## src/rtl/led_seq_ctrl.sv

```systemverilog
// ---------------------------------------------------------------------------
// led_seq_ctrl
//
// LED sequencer with four modes (shift-left, shift-right, flash, hold).
// A prescaler counts up to a selectable terminal count.  Each time it wraps,
// the LED pattern steps according to the current mode and a one-cycle tick
// is emitted.  Push buttons are edge-detected and select the mode.  A new
// request restarts the prescaler and reloads the LED pattern.
//
// Parameters
//   NB_LEDS   LED vector width (minimum 2)
//   NB_COUNT  prescaler counter width
//   LIM0..3   terminal count for each speed setting (each < 2**NB_COUNT)
//
// Ports
//   clock     rising-edge system clock
//   i_reset   synchronous, active-high reset
//   i_enable  run enable for the prescaler and LED stepping
//   i_speed   selects LIM0..LIM3
//   i_btn     mode requests: [0] shl, [1] shr, [2] flash, [3] hold
//   o_led     registered LED pattern
//   o_tick    registered one-cycle step strobe
//   o_state   current mode: SHL=00, SHR=01, FLASH=10, HOLD=11
// ---------------------------------------------------------------------------
module led_seq_ctrl #(
    parameter int          NB_LEDS  = 4,
    parameter int          NB_COUNT = 32,
    parameter int unsigned LIM0     = 2**23 - 1,
    parameter int unsigned LIM1     = 2**24 - 1,
    parameter int unsigned LIM2     = 2**25 - 1,
    parameter int unsigned LIM3     = 2**26 - 1
) (
    input  logic               clock,
    input  logic               i_reset,
    input  logic               i_enable,
    input  logic [1:0]         i_speed,
    input  logic [3:0]         i_btn,
    output logic [NB_LEDS-1:0] o_led,
    output logic               o_tick,
    output logic [1:0]         o_state
);

    typedef enum logic [1:0] {
        SHL   = 2'b00,
        SHR   = 2'b01,
        FLASH = 2'b10,
        HOLD  = 2'b11
    } mode_t;

    localparam logic [NB_LEDS-1:0] LED_INIT = {{(NB_LEDS-1){1'b0}}, 1'b1};

    mode_t                state_reg;
    logic [NB_COUNT-1:0]  count_reg;
    logic [NB_LEDS-1:0]   led_reg;
    logic                 tick_reg;
    logic [3:0]           btn_d;

    logic [3:0]           req;
    logic                 req_valid;
    mode_t                req_mode;
    logic [NB_COUNT-1:0]  lim_sel;
    logic                 wrap;
    logic [NB_LEDS-1:0]   led_step;

    // Rising-edge detection; priority hold > flash > shr > shl.
    always_comb begin
        req       = i_btn & ~btn_d;
        req_valid = |req;
        if (req[3])
            req_mode = HOLD;
        else if (req[2])
            req_mode = FLASH;
        else if (req[1])
            req_mode = SHR;
        else
            req_mode = SHL;
    end

    always_comb begin
        case (i_speed)
            2'd0:    lim_sel = NB_COUNT'(LIM0);
            2'd1:    lim_sel = NB_COUNT'(LIM1);
            2'd2:    lim_sel = NB_COUNT'(LIM2);
            default: lim_sel = NB_COUNT'(LIM3);
        endcase
    end

    // Greater-or-equal so that switching to a shorter limit mid-count wraps
    // immediately instead of running the counter all the way round.
    assign wrap = (count_reg >= lim_sel);

    // Pattern the LEDs take on a wrap in the current mode.
    always_comb begin
        case (state_reg)
            SHL:     led_step = {led_reg[NB_LEDS-2:0], led_reg[NB_LEDS-1]};
            SHR:     led_step = {led_reg[0], led_reg[NB_LEDS-1:1]};
            FLASH:   led_step = ~led_reg;
            default: led_step = led_reg;
        endcase
    end

    always_ff @(posedge clock) begin
        // Loaded in reset too, so a button held through reset is not a request.
        btn_d <= i_btn;
        if (i_reset) begin
            state_reg <= SHL;
            count_reg <= '0;
            led_reg   <= LED_INIT;
            tick_reg  <= 1'b0;
        end else if (req_valid) begin
            // Mode change restarts the prescaler and suppresses any wrap.
            state_reg <= req_mode;
            count_reg <= '0;
            tick_reg  <= 1'b0;
            case (req_mode)
                SHL, SHR: led_reg <= LED_INIT;
                FLASH:    led_reg <= '0;
                default:  led_reg <= led_reg;
            endcase
        end else if (i_enable) begin
            if (wrap) begin
                count_reg <= '0;
                tick_reg  <= 1'b1;
                led_reg   <= led_step;
            end else begin
                count_reg <= count_reg + 1'b1;
                tick_reg  <= 1'b0;
            end
        end else begin
            tick_reg <= 1'b0;
        end
    end

    assign o_led   = led_reg;
    assign o_tick  = tick_reg;
    assign o_state = state_reg;

endmodule

```

## config.mk

```make
export PLATFORM = sky130hd
export DESIGN_NAME = led_seq_ctrl
export DESIGN_NICKNAME = d
export VERILOG_FILES = /design/src/rtl/led_seq_ctrl.sv
export SDC_FILE = /design/constraint.sdc
export NUM_CORES = 1
export LEC_CHECK = 0
export CORE_AREA = 2 2 68 70
export CTS_BUF_LIST = sky130_fd_sc_hd__clkbuf_16
export CTS_CLUSTER_DIAMETER = 150
export DETAILED_ROUTE_END_ITERATION = 10
export DIE_AREA = 0 0 70 72
export PLACE_DENSITY = 0.72
export SYNTH_ARGS = -nofsm -noshare
export SYNTH_HDL_FRONTEND = slang
export SYNTH_SLANG_ARGS = --single-unit
```

## constraint.sdc

```tcl
create_clock -name clock -period 4 [get_ports clock]
set_input_delay 0.6 -clock clock [delete_from_list [all_inputs] [get_ports clock]]
set_output_delay 0.6 -clock clock [all_outputs]
set_load 0.1 [all_outputs]
```

# --- Word-level counts from Yosys, hierarchy flattened ---
# Cells that the tools add are included.
totals:
  reg_bits: 43
  inputBits: 9
  output_inout_bits: 7
  wordCells: 40
classes:
  add_sub_neg: 1
  magnitude_cmp: 1
  eq_ne: 7
  mux: 11
  bitwise: 4
  n_reduce_logical: 11
ops:
  columns: ["cell", "n"]
  rows:
  - ["$pmux W26 S3", 1]
  - ["$add A32 B1 Y32 const B", 1]
  - ["$ge A32 B32 Y1", 1]
  - ["$mux W32", 1]
  - ["$mux W4", 3]
  - ["$pmux W4 S3", 1]
  - ["$not A4 Y4", 2]
  - ["$pmux W4 S2", 1]
  - ["$eq A2 B1 Y1 const B", 3]
  - ["$eq A2 B2 Y1 const B", 3]
  - ["$logic_not A2 Y1", 3]
  - ["$reduce_or A6 Y1", 1]
  - ["$reduce_or A5 Y1", 1]
  - ["$and A4 B4 Y4", 1]
  - ["$mux W2", 2]
  - ["$reduce_and A4 Y1", 1]
  - ["$reduce_bool A2 Y1", 2]
  - ["$reduce_bool A4 Y1", 1]
  - ["$reduce_or A4 Y1", 1]
  - ["$ne A3 B1 Y1 const B", 1]
  - ["$mux W1", 2]
  - ["$reduce_or A2 Y1", 1]
  - ["$not A1 Y1", 1]

# --- Logic depth before layout (Yosys ltp) ---
depth:
  word_depth: 9
  mapped_depth: 9

# --- Worst setup path after synthesis ---
# Ideal clock, no wire load.
synth_path:
  kind: "reg2reg"
  from: "register state_reg[0], in the netlist o_state[0]"
  to: "register led_reg[3], in the netlist o_led[3]"
  setup_ns: 0.119
  arrival_time_ns: 2.628
  path_slack_ns: 1.253
  stages_incl_launch_ff: 8
  synth_period_minus_slack_ns: 2.747
  path_cell_list: "dfxtp_1 > inv_1 > ha_1 > clkbuf_1 > or2_2 > o41ai_1 > nor2_1 > a32o_1"
synth_via:
  elab_chain_cells: 5
synth_lines:
  columns: ["element", "line", "source"]
  rows:
  - ["start, declared", "52", "mode_t state_reg;"]
  - ["start signal, assigned", "112", "state_reg <= req_mode;"]
  - ["$eq A2 B2 Y1 (tied with other cells)", "94", "case (state_reg)"]
  - ["$pmux W4 S3", "94", null]
  - ["$mux W4", "121", "if (wrap) begin"]
  - ["$mux W4", "120", "end else if (i_enable) begin"]
  - ["$mux W4", "110", "end else if (req_valid) begin"]
  - ["end signal, assigned", "118", "default: led_reg <= led_reg;"]
  - ["end signal, assigned", "124", "led_reg <= led_step;"]
  - ["end, declared", "54", "logic [NB_LEDS-1:0] led_reg;"]
# Parallel ways exist; a longest one is shown, timed or not. The select of a mux whose other input is x is not followed.
# A chain may end at the register's enable or synchronous reset.

# --- Worst setup path in the final report ---
layout_path:
  from: "input i_speed[1]"
  to: "register count_reg[27]"
layout_via:
  elab_chain_cells: 4
layout_lines:
  columns: ["element", "line", "source"]
  rows:
  - ["start, declared", "36", "input logic [1:0] i_speed,"]
  - ["$eq A2 B2 Y1 (tied with other cells)", "80", "case (i_speed)"]
  - ["$pmux W26 S3 (*)", "80", null]
  - ["$ge A32 B32 Y1 (*)", "90", "assign wrap = (count_reg >= lim_sel);"]
  - ["$mux W32 (*)", "121", null]
  - ["end signal, assigned", "126", "count_reg <= count_reg + 1'b1;"]
  - ["end, declared", "53", "logic [NB_COUNT-1:0] count_reg;"]
# Mark *: on every way between the ends. The rest lies on a longest branch, timed or not.

==> impl_metrics.ini <==
[cts]
cts_buffers = 5
htreeDepth = 2
cts-root-buf = clkbuf_16
clock-sinks = 43
post_cts_resized = 0
cts_tree = done
clockBufferDepth = 2
insertion_delay_ns = 0.28
cts_setup_buffers = 0
clk_pin_slew_worst_paths_ns = 0.06
cts_hold_buf = 0

[drt]
drt_first_pass_iters = 4
drtIter0Drc = 66
drt_wl_total_um = 4000
antenna_left = 0
avgViaCountPerCell = 5.49
post_drt_wl_per_cell_um = 13.2
vias = 1669
drcViolationCount = 0

[sta]
drv_slew = 0
tns_ns = 0
rsz0062_at_grt = no
fmax_mhz = 370
slew_headroom_pct = 35.0
skew_ns = 0.00395
worstMarginPinSlew_ns = 0.972
setup_viol = 0
min_period_ns = 2.70
hold_viol = 0
hold_slack_ns = 0.476
period_share_pct = 67.5

[run_status]
outcome = finished, final reports clean

[yosys]
yosys_warnings = 0
synthDistinctLibCells = 45
syn_nets = 252
netlist_instances = 236
syn_area_um2 = 2310
ys_seq_area_share_pct = 37.3
synth.area.top_cells = dfxtp_1 (37%), nor2_4 (12%), xnor2_1 (4.9%), xor2_1 (4.6%), ha_1 (3.8%)
synth_ff_type = dfxtp_1
synthDominantCellAreaShare_pct = 37.3
yosys.area.top_type = dfxtp_1
avgSynthCellArea_um2 = 9.77
ys_ff_latch = 43
synthArstFlopShare_pct = 0
synth_edf_count = 0

[worst_hold_path]
hold_path_class = reg -> reg

[critical_path]
crit_type = in -> reg
path_cells = clkdlybuf4s50_1 -> inv_1 -> ha_1 -> a21oi_1 -> o211ai_1 -> and2_2 -> or3_4 -> a21oi_1
required_ns = 4.20
arrival_ns = 2.91
critPathMaxStageDelay_ns = 0.68
slowest_stage = or3_4
crit_path_start_kind = input port
crit_path_max_fanout = 32
cpMostUsedCell = a21oi_1
cp-end-kind = register

[layout]
final_common_cell = dfxtp_1
final_cell_area_um2 = 2570
area_growth_pct = 11.3
diodes = 0
largest_reg_flops = 32
drive_gt1_share_pct = 18.7
n_fill_cell = 381
layout_common_cells = dfxtp_1 (43), nor2_4 (24), clkdlybuf4s50_1 (15)
nets = 267

[global_routing]
grt_max_degree = 33
grt_pass1_wl_um = 7080
antenna_found_initial = 0
grt_overflow = 0
track_usage_pct = 17.5
grt_pass1_vias = 1589

[floorplan]
die_area_um2 = 5040
std_cell_rows = 24
pin_count = 16
die_y_um = 72
coreArea_um2 = 4260
start_util_pct = 54.1
die-width_um = 70

[placed_design]
placed_area_um2 = 2430
dp.final_hpwl_um = 2800
place_congestion = 0.764
portBuffers = 15

[power]
power_density_nw_per_um2 = 355
ir_drop_mv = 0.209
cellLeakagePower_nw = 0.826

[job]
drv_cap = 0
-- cell usage after synthesis, types with 4 or more instances --
cell type,count
ha_1,7
nor3_1,5
nor2_2,6
inv_1,10
nand3_1,6
nor2_4,24
dfxtp_1,43
o21ai_0,4
a21oi_1,12
nand2_1,13
nand4_1,11
nor2_1,12
xnor2_1,13
and4_1,6
xor2_1,12
and3_1,5
nor4_1,4
-- logic make-up after synthesis --
group,count (synthesis),share of synthesized area (%)
buf+inv,17,5.53
compound gates,30,8.41
simple gates,113,35.0
xor+xnor,25,9.50
flops,43,37.3
mux,1,0.434
fa+ha+maj,7,3.80
-- routing by layer --
metal	share of wire [%]	global-route usage [%]	vias to the layer above
met5	0	0	-
met4	1.0	5.77	0
met3	2.3	4.58	5
met2	48	29.6	17
met1	49	21.8	790
li1	-	-	857
-- layout make-up --
class	count	area (um2)	share of cell area, %
multi-input combinational	176	1320	51.3
tap	52	65.1	2.53
timing repair buffer	15	150	5.85
clock buffer	5	125	4.87
clock inverter	3	11.3	0.439
sequential	43	861	33.5
inverter	10	37.5	1.46
-- power breakdown --
group | internal [mW] | total [mW] | switching, mW
clock | 0.225 | 0.379 | 0.154
sequential | 0.434 | 0.439 | 0.00539
combinational | 0.0318 | 0.0937 | 0.0619
total | 0.690 | 0.912 | 0.222
-- metrics by stage --
stage / utilization (%) / setup WS [ns] / cells / power (mW)
floorplan: - / 1.25 / 236 / 0.528
finish: 60.2 / 1.30 / 304 / 0.912
detailed placement: 57.0 / 1.01 / 296 / 0.542
CTS: 60.2 / 1.30 / 304 / 0.920
global placement: 57.0 / 1.06 / 296 / 0.541
global route: 60.2 / 1.21 / 304 / 0.948
-- worst paths after layout --
kind | from | to | slack [ns] | cells after the start
worst max-delay path | i_speed[1] | count_reg[27] | 1.30 | 8
worst max register to register | count_reg[24] | count_reg[27] | 1.77 | 6
worst min-delay path | count_reg[27] | count_reg[27] | 0.48 | 2
worst min register to register | count_reg[27] | count_reg[27] | 0.48 | 2
-- worst max-delay path, delay by kind of cell --
| kind | cells | cell delay, ns |
|---|---|---|
| AND/OR/NAND/NOR | 2 | 0.93 |
| AO/OA/AOI/OAI | 3 | 0.51 |
| adder cells (fa/ha/maj) | 1 | 0.28 |
| buffers and inverters | 2 | 0.55 |
No activity file was read; power rests on OpenSTA's default activity.
